## src/rtl/decode_queue_if.sv

```systemverilog
// Fetch-side and execute-side handshake bundle for decode_queue.
// slave = the queue itself; master = the fetch/execute environment.
interface decode_queue_if #(
   parameter int XLEN  = 32,
   parameter int DEPTH = 4
);
   localparam int CW = $clog2(DEPTH) + 1;

   logic            in_valid;
   logic            in_ready;
   logic [31:0]     in_instr;
   logic [XLEN-1:0] in_pc;
   logic            flush;
   logic            out_valid;
   logic            out_ready;
   logic [XLEN-1:0] out_pc;
   logic [6:0]      opcode;
   logic [4:0]      rd;
   logic [4:0]      rs1;
   logic [4:0]      rs2;
   logic [2:0]      funct3;
   logic [6:0]      funct7;
   logic [XLEN-1:0] imm;
   logic            reg_write;
   logic            mem_read;
   logic            mem_write;
   logic            branch;
   logic            jump;
   logic            muldiv;
   logic            illegal;
   logic [CW-1:0]   count;

   modport slave (
      input  in_valid, in_instr, in_pc, flush, out_ready,
      output in_ready, out_valid, out_pc, opcode, rd, rs1, rs2, funct3, funct7,
             imm, reg_write, mem_read, mem_write, branch, jump, muldiv, illegal, count
   );

   modport master (
      output in_valid, in_instr, in_pc, flush, out_ready,
      input  in_ready, out_valid, out_pc, opcode, rd, rs1, rs2, funct3, funct7,
             imm, reg_write, mem_read, mem_write, branch, jump, muldiv, illegal, count
   );
endinterface

```

## src/rtl/decode_queue.sv

```systemverilog
// Buffered RV32I decode stage: DEPTH-entry {pc, instr} queue with combinational decode of the head.
// Define DECODE_RV32M_EN to accept M-extension OP encodings (funct7 = 0000001) and drive muldiv.
module decode_queue #(
   parameter int XLEN  = 32,
   parameter int DEPTH = 4
) (
   input logic           clk,
   input logic           rst,
   decode_queue_if.slave dq
);
   localparam int PW = $clog2(DEPTH);
   localparam int CW = PW + 1;

   typedef enum logic [6:0] {
      OPC_OP     = 7'b0110011,
      OPC_OP_IMM = 7'b0010011,
      OPC_LOAD   = 7'b0000011,
      OPC_STORE  = 7'b0100011,
      OPC_BRANCH = 7'b1100011,
      OPC_JAL    = 7'b1101111,
      OPC_JALR   = 7'b1100111,
      OPC_LUI    = 7'b0110111,
      OPC_AUIPC  = 7'b0010111
   } opcode_e;

   logic [XLEN-1:0] pc_q    [DEPTH];
   logic [XLEN-1:0] pc_d    [DEPTH];
   logic [31:0]     instr_q [DEPTH];
   logic [31:0]     instr_d [DEPTH];
   logic [PW-1:0]   wr_ptr_q, wr_ptr_d;
   logic [PW-1:0]   rd_ptr_q, rd_ptr_d;
   logic [CW-1:0]   count_q, count_d;

   logic            full;
   logic            in_ready;
   logic            out_valid;
   logic            push;
   logic            pop;

   logic [31:0]     head_instr;
   logic [XLEN-1:0] head_pc;
   logic [XLEN-1:0] dec_imm;
   logic            dec_legal;
   logic            dec_rw, dec_mr, dec_mw, dec_br, dec_jp;
`ifdef DECODE_RV32M_EN
   logic            dec_md;
`endif

   // No bypass: a pop in the same cycle does not open a slot when full.
   assign full      = (count_q == CW'(DEPTH));
   assign in_ready  = !full && !dq.flush && !rst;
   assign out_valid = (count_q != '0);
   assign push      = dq.in_valid && in_ready;
   assign pop       = out_valid && dq.out_ready;

   always_comb begin
      pc_d     = pc_q;
      instr_d  = instr_q;
      wr_ptr_d = wr_ptr_q;
      rd_ptr_d = rd_ptr_q;
      count_d  = count_q;
      if (rst || dq.flush) begin
         wr_ptr_d = '0;
         rd_ptr_d = '0;
         count_d  = '0;
      end else begin
         if (push) begin
            pc_d[wr_ptr_q]    = dq.in_pc;
            instr_d[wr_ptr_q] = dq.in_instr;
            wr_ptr_d          = wr_ptr_q + 1'b1;
         end
         if (pop) rd_ptr_d = rd_ptr_q + 1'b1;
         case ({push, pop})
            2'b10:   count_d = count_q + 1'b1;
            2'b01:   count_d = count_q - 1'b1;
            default: count_d = count_q;
         endcase
      end
   end

   always_ff @(posedge clk) begin
      if (rst) begin
         wr_ptr_q <= '0;
         rd_ptr_q <= '0;
         count_q  <= '0;
      end else begin
         wr_ptr_q <= wr_ptr_d;
         rd_ptr_q <= rd_ptr_d;
         count_q  <= count_d;
      end
      pc_q    <= pc_d;
      instr_q <= instr_d;
   end

   always_comb begin
      head_instr = instr_q[rd_ptr_q];
      head_pc    = pc_q[rd_ptr_q];
   end

   always_comb begin
      dec_imm   = '0;
      dec_legal = 1'b1;
      dec_rw    = 1'b0;
      dec_mr    = 1'b0;
      dec_mw    = 1'b0;
      dec_br    = 1'b0;
      dec_jp    = 1'b0;
`ifdef DECODE_RV32M_EN
      dec_md    = 1'b0;
`endif
      case (head_instr[6:0])
         OPC_OP: begin
            if (head_instr[31:25] == 7'b0000000 || head_instr[31:25] == 7'b0100000) begin
               dec_rw = 1'b1;
`ifdef DECODE_RV32M_EN
            end else if (head_instr[31:25] == 7'b0000001) begin
               dec_rw = 1'b1;
               dec_md = 1'b1;
`endif
            end else begin
               dec_legal = 1'b0;
            end
         end
         OPC_OP_IMM: begin
            dec_imm = XLEN'($signed(head_instr[31:20]));
            dec_rw  = 1'b1;
         end
         OPC_LOAD: begin
            dec_imm = XLEN'($signed(head_instr[31:20]));
            dec_rw  = 1'b1;
            dec_mr  = 1'b1;
         end
         OPC_STORE: begin
            dec_imm = XLEN'($signed({head_instr[31:25], head_instr[11:7]}));
            dec_mw  = 1'b1;
         end
         OPC_BRANCH: begin
            dec_imm = XLEN'($signed({head_instr[31], head_instr[7], head_instr[30:25],
                                     head_instr[11:8], 1'b0}));
            dec_br  = 1'b1;
         end
         OPC_JAL: begin
            dec_imm = XLEN'($signed({head_instr[31], head_instr[19:12], head_instr[20],
                                     head_instr[30:21], 1'b0}));
            dec_rw  = 1'b1;
            dec_jp  = 1'b1;
         end
         OPC_JALR: begin
            dec_imm = XLEN'($signed(head_instr[31:20]));
            dec_rw  = 1'b1;
            dec_jp  = 1'b1;
         end
         OPC_LUI, OPC_AUIPC: begin
            dec_imm = XLEN'($signed({head_instr[31:12], 12'b0}));
            dec_rw  = 1'b1;
         end
         default: dec_legal = 1'b0;
      endcase
   end

   // Everything is forced to zero while empty so stale storage never leaks out.
   always_comb begin
      dq.in_ready  = in_ready;
      dq.out_valid = out_valid;
      dq.count     = count_q;
      dq.out_pc    = out_valid ? head_pc : '0;
      dq.opcode    = out_valid ? head_instr[6:0]   : '0;
      dq.rd        = out_valid ? head_instr[11:7]  : '0;
      dq.rs1       = out_valid ? head_instr[19:15] : '0;
      dq.rs2       = out_valid ? head_instr[24:20] : '0;
      dq.funct3    = out_valid ? head_instr[14:12] : '0;
      dq.funct7    = out_valid ? head_instr[31:25] : '0;
      dq.imm       = out_valid ? dec_imm : '0;
      dq.illegal   = out_valid && !dec_legal;
      dq.reg_write = out_valid && dec_legal && dec_rw;
      dq.mem_read  = out_valid && dec_legal && dec_mr;
      dq.mem_write = out_valid && dec_legal && dec_mw;
      dq.branch    = out_valid && dec_legal && dec_br;
      dq.jump      = out_valid && dec_legal && dec_jp;
`ifdef DECODE_RV32M_EN
      dq.muldiv    = out_valid && dec_legal && dec_md;
`else
      dq.muldiv    = 1'b0;
`endif
   end
endmodule

```

## src/flat_wrapper.sv

```systemverilog
// flat-port wrapper written by rule: the top's interface ports become plain ports
module decode_queue_flat 
#(
   parameter int XLEN  = 32,
   parameter int DEPTH = 4
)
  (clk, rst, dq_in_valid, dq_in_instr, dq_in_pc, dq_flush, dq_out_ready, dq_in_ready, dq_out_valid, dq_out_pc, dq_opcode, dq_rd, dq_rs1, dq_rs2, dq_funct3, dq_funct7, dq_imm, dq_reg_write, dq_mem_read, dq_mem_write, dq_branch, dq_jump, dq_muldiv, dq_illegal, dq_count);
  decode_queue_if #(.XLEN(XLEN), .DEPTH(DEPTH)) dq_i ();
  input logic clk;
  input logic rst;
  input wire logic [$bits(dq_i.in_valid)-1:0] dq_in_valid;
  input wire logic [$bits(dq_i.in_instr)-1:0] dq_in_instr;
  input wire logic [$bits(dq_i.in_pc)-1:0] dq_in_pc;
  input wire logic [$bits(dq_i.flush)-1:0] dq_flush;
  input wire logic [$bits(dq_i.out_ready)-1:0] dq_out_ready;
  output wire logic [$bits(dq_i.in_ready)-1:0] dq_in_ready;
  output wire logic [$bits(dq_i.out_valid)-1:0] dq_out_valid;
  output wire logic [$bits(dq_i.out_pc)-1:0] dq_out_pc;
  output wire logic [$bits(dq_i.opcode)-1:0] dq_opcode;
  output wire logic [$bits(dq_i.rd)-1:0] dq_rd;
  output wire logic [$bits(dq_i.rs1)-1:0] dq_rs1;
  output wire logic [$bits(dq_i.rs2)-1:0] dq_rs2;
  output wire logic [$bits(dq_i.funct3)-1:0] dq_funct3;
  output wire logic [$bits(dq_i.funct7)-1:0] dq_funct7;
  output wire logic [$bits(dq_i.imm)-1:0] dq_imm;
  output wire logic [$bits(dq_i.reg_write)-1:0] dq_reg_write;
  output wire logic [$bits(dq_i.mem_read)-1:0] dq_mem_read;
  output wire logic [$bits(dq_i.mem_write)-1:0] dq_mem_write;
  output wire logic [$bits(dq_i.branch)-1:0] dq_branch;
  output wire logic [$bits(dq_i.jump)-1:0] dq_jump;
  output wire logic [$bits(dq_i.muldiv)-1:0] dq_muldiv;
  output wire logic [$bits(dq_i.illegal)-1:0] dq_illegal;
  output wire logic [$bits(dq_i.count)-1:0] dq_count;
  assign dq_i.in_valid = dq_in_valid;
  assign dq_i.in_instr = dq_in_instr;
  assign dq_i.in_pc = dq_in_pc;
  assign dq_i.flush = dq_flush;
  assign dq_i.out_ready = dq_out_ready;
  assign dq_in_ready = dq_i.in_ready;
  assign dq_out_valid = dq_i.out_valid;
  assign dq_out_pc = dq_i.out_pc;
  assign dq_opcode = dq_i.opcode;
  assign dq_rd = dq_i.rd;
  assign dq_rs1 = dq_i.rs1;
  assign dq_rs2 = dq_i.rs2;
  assign dq_funct3 = dq_i.funct3;
  assign dq_funct7 = dq_i.funct7;
  assign dq_imm = dq_i.imm;
  assign dq_reg_write = dq_i.reg_write;
  assign dq_mem_read = dq_i.mem_read;
  assign dq_mem_write = dq_i.mem_write;
  assign dq_branch = dq_i.branch;
  assign dq_jump = dq_i.jump;
  assign dq_muldiv = dq_i.muldiv;
  assign dq_illegal = dq_i.illegal;
  assign dq_count = dq_i.count;
  decode_queue #(.XLEN(XLEN), .DEPTH(DEPTH)) u_core (.clk(clk), .rst(rst), .dq(dq_i));
endmodule
```

## config.mk

```make
export PLATFORM = sky130hd
export DESIGN_NAME = decode_queue_flat
export DESIGN_NICKNAME = d
export VERILOG_FILES = /design/src/rtl/decode_queue_if.sv /design/src/rtl/decode_queue.sv /design/src/flat_wrapper.sv
export SDC_FILE = /design/constraint.sdc
export NUM_CORES = 1
export LEC_CHECK = 0
export ABC_AREA = 1
export BUFFER_PORTS_ARGS = -buffer_cell sky130_fd_sc_hd__buf_2
export CORE_ASPECT_RATIO = 0.6
export CORE_MARGIN = 8
export CORE_UTILIZATION = 25
export CTS_CLUSTER_DIAMETER = 150
export DETAILED_ROUTE_END_ITERATION = 16
export PLACE_DENSITY = 0.51
export SLEW_MARGIN = 20
export SYNTH_ARGS = -nofsm -noshare
export SYNTH_HDL_FRONTEND = slang
export SYNTH_SLANG_ARGS = --single-unit
```

## constraint.sdc

```tcl
create_clock -name clk -period 5.4 [get_ports clk]
set_input_delay 0.27 -clock clk [delete_from_list [all_inputs] [get_ports clk]]
set_output_delay 0.27 -clock clk [all_outputs]
set_load 0.01 [all_outputs]
```

==> impl_metrics.yaml <==
logic_synthesis:
  synthCells: 1001
  synth_area_um2: 11100
  synth-seq-area-share: 0.704
  synth_top_area_share: 0.692
  yosysTopAreaCell: "edfxtp_1"
  syn_avg_cell_area_um2: 11.1
  synth-seq-cells: 263
  synth_nets: 1076
  synth.distinct_cells: 26
  synthTopCellsByArea: "edfxtp_1, nand2_1, nor2_1"
  ys_warn_count: 0
sta:
  rsz0062_at_grt: "false"
  worstMarginPinSlew_ps: 1060
  post-route-min-period_ps: 3800
  clock.fmax_ghz: 0.263
  fin_worst_skew_ps: 8.86
  tns_ps: 0
  finalCritPeriodShare: 0.704
  hold_viol: 0
  slew_violations: 0
  holdWs_ps: 71.9
  relSlewSlack: 0.294
  setup_viol: 0
critical_path:
  end_kind: "output port"
  slowest_delay_ps: 670
  reg2reg_depth: 5
  crit_arrival_ps: 3530
  critical_path.reg2reg.startpoint: "u_core.dq.count[1]$_SDFFE_PP0P_"
  cp-start-kind: "register"
  crit_end: "dq_imm[25]"
  slowest_stage: "o21ai_1"
  cp_max_fo: 75
  crit_path_start: "u_core.rd_ptr_q[0]$_SDFFE_PP0P_"
  path_common_cell: "nand2_1"
  reg2reg_slack_ps: 2760
  worstSetupPathType: "reg -> out"
  cp.required_ps: 5130
  path_cells: "buf_4 -> nand2_1 -> nand3_1 -> nand2_1 -> nand2_1 -> inv_1 -> nand2_2 -> inv_2 -> o21ai_1 -> nand3_1 -> nand2_1 -> inv_1 -> buf_2"
  reg2reg_to: "u_core.instr_q[75]$_DFFE_PP_"
clock_tree:
  numCtsBuffers: 26
  ctsHoldBuffers: 64
  h-tree-depth: 1
  cts-root-buf: "clkbuf_16"
  cts_sinks: 263
  cts_buffer_depth: 3
  post-cts-setup-buffer-count: 0
  tritoncts: "built"
  postCtsResizedCells: 0
  path_clk_slew_ps: 70
  clock_latency_ps: 540
place:
  dp_hpwl_mm: 19.7
  gp_congestion: 0.825
  dp.cells: 1710
  io_buffer_count: 175
grt:
  grt_pass1_wl_mm: 47.8
  grt_max_degree: 88
  grtUsageMet1: 0.171
  grt_usage: 0.120
  top_usage_layer: "met2"
  antenna_found_initial: 0
  gr-usage-met3: 0.0259
  grt_pass1_vias: 7735
  grt_util_met2: 0.188
  grt_overflow: 0
cells_and_area:
  layout_common_cells: "edfxtp_1, nand2_1, nor2_1"
  regArea_um2: 7830
  layout_commonest_cell: "edfxtp_1"
  stdcell_count: 1822
  fill_cells: 4462
  final_core_utilization: 0.322
  fin_nets: 1299
  drive_gt1_frac: 0.201
  multiInputGateArea_um2: 2810
  area_growth_pct: 26.6
  n_antenna_cell: 0
floorplan:
  die_y_um: 179
  io-pin-count: 177
  start_util: 0.255
  core_area_um2: 43600
  fp.dieW_um: 288
  die_area_um2: 51700
  rows: 59
drt:
  ant_nets: 0
  drt-total-wl_mm: 31.3
  via_per_inst: 4.34
  drtIter0Drc: 496
  vias: 7901
  drtPass1Iterations: 4
  drc: 0
  wl_per_cell_um: 17.2
pwr:
  total_power_w: 0.00417
  vdd_drop_max_mv: 0.189
  p_sw_w: 0.000878
  power_density_nw_per_um2: 296
  p_leak_nw: 5.51
  p_comb_frac: 0.046
  power_frac_seq: 0.543
  power.share.switching: 0.211
  clock_power_share: 0.412
  p_int_w: 0.00329
status:
  status: "finished clean"
hold_path:
  min_path_type: "in -> reg"
run:
  drv_cap: 0
[Yosys cell counts (all sizes together)]
library cell / instances
buf: 43
nand3: 51
a22oi: 1
nor3: 9
a31oi: 1
dfxtp: 7
a32oi: 18
o21ai: 74
inv: 63
nand4: 1
conb: 1
edfxtp: 256
clkbuf: 13
nand2: 195
nor2: 190
fa: 1
ha: 5
a21oi: 72
[through the flow]
| step | setup WS [ps] | instance area (um2) |
|---|---|---|
| 3_3_place_gp | 2140 | 12600 |
| 4_1_cts | 1480 | 14000 |
| 5_1_grt | 1130 | 14100 |
| 3_5_place_dp | 2080 | 12600 |
| 2_1_floorplan | 1120 | 11100 |
| 6_report | 1600 | 14100 |
[registers in the layout (all words and copies together), names as in the netlist]
signal           flops
u_core.instr_q     128
u_core.pc_q        128
u_core.dq.count      3
u_core.rd_ptr_q      2
u_core.wr_ptr_q      2
[layer usage]
metal  vias to the layer above  share of wire
li1                       3895              -
met1                      3759           0.49
met2                       210           0.44
met3                        37          0.059
met4                         0          0.014
met5                         -              0
[power groups by stage]
stage / registers [W] / clock network [W] / logic, W
detailed placement: 0.00231 / 0 / 0.000155
CTS: 0.00226 / 0.00178 / 0.000194
floorplan: 0.00231 / 0 / 0.0000674
global route: 0.00226 / 0.00186 / 0.000213
global placement: 0.00231 / 0 / 0.000152
finish: 0.00226 / 0.00172 / 0.000190
[worst max-delay path: cells and delay by family, from the launching register on]
kind | cells | cell delay [ps]
AO/OA/AOI/OAI | 1 | 670
flip-flops | 1 | 360
AND/OR/NAND/NOR | 7 | 970
buffers and inverters | 5 | 940
[kinds of logic after synthesis]
kind of cell	Yosys count	synth area share
simple gates	446	0.161
flops	263	0.704
fa+ha+maj	6	0.00743
buf+inv	119	0.0458
other cells	1	0.000337
compound gates	166	0.0812
[worst min-delay path by stage]
stage	start	end	slack [ps]	depth (start not counted)
3_3_place_gp	dq_in_instr[9]	u_core.instr_q[73]$_DFFE_PP_	490	1
5_1_grt	rst	u_core.dq.count[2]$_SDFFE_PP0P_	80	4
4_1_cts	dq_flush	u_core.dq.count[0]$_SDFFE_PP0P_	40	4
2_1_floorplan	dq_in_instr[0]	u_core.instr_q[0]$_DFFE_PP_	370	0
6_report	rst	u_core.dq.count[2]$_SDFFE_PP0P_	70	4
3_5_place_dp	dq_in_pc[30]	u_core.pc_q[30]$_DFFE_PP_	490	1
[cell type report]
type	count	share of cell area
Clock buffer	29	0.0486
Clock inverter	18	0.00827
Inverter	63	0.0171
Multi-Input combinational cell	619	0.200
Sequential cell	263	0.557
Tap cell	579	0.0515
Timing Repair Buffer	251	0.118
No activity file was read; power rests on OpenSTA's default activity.
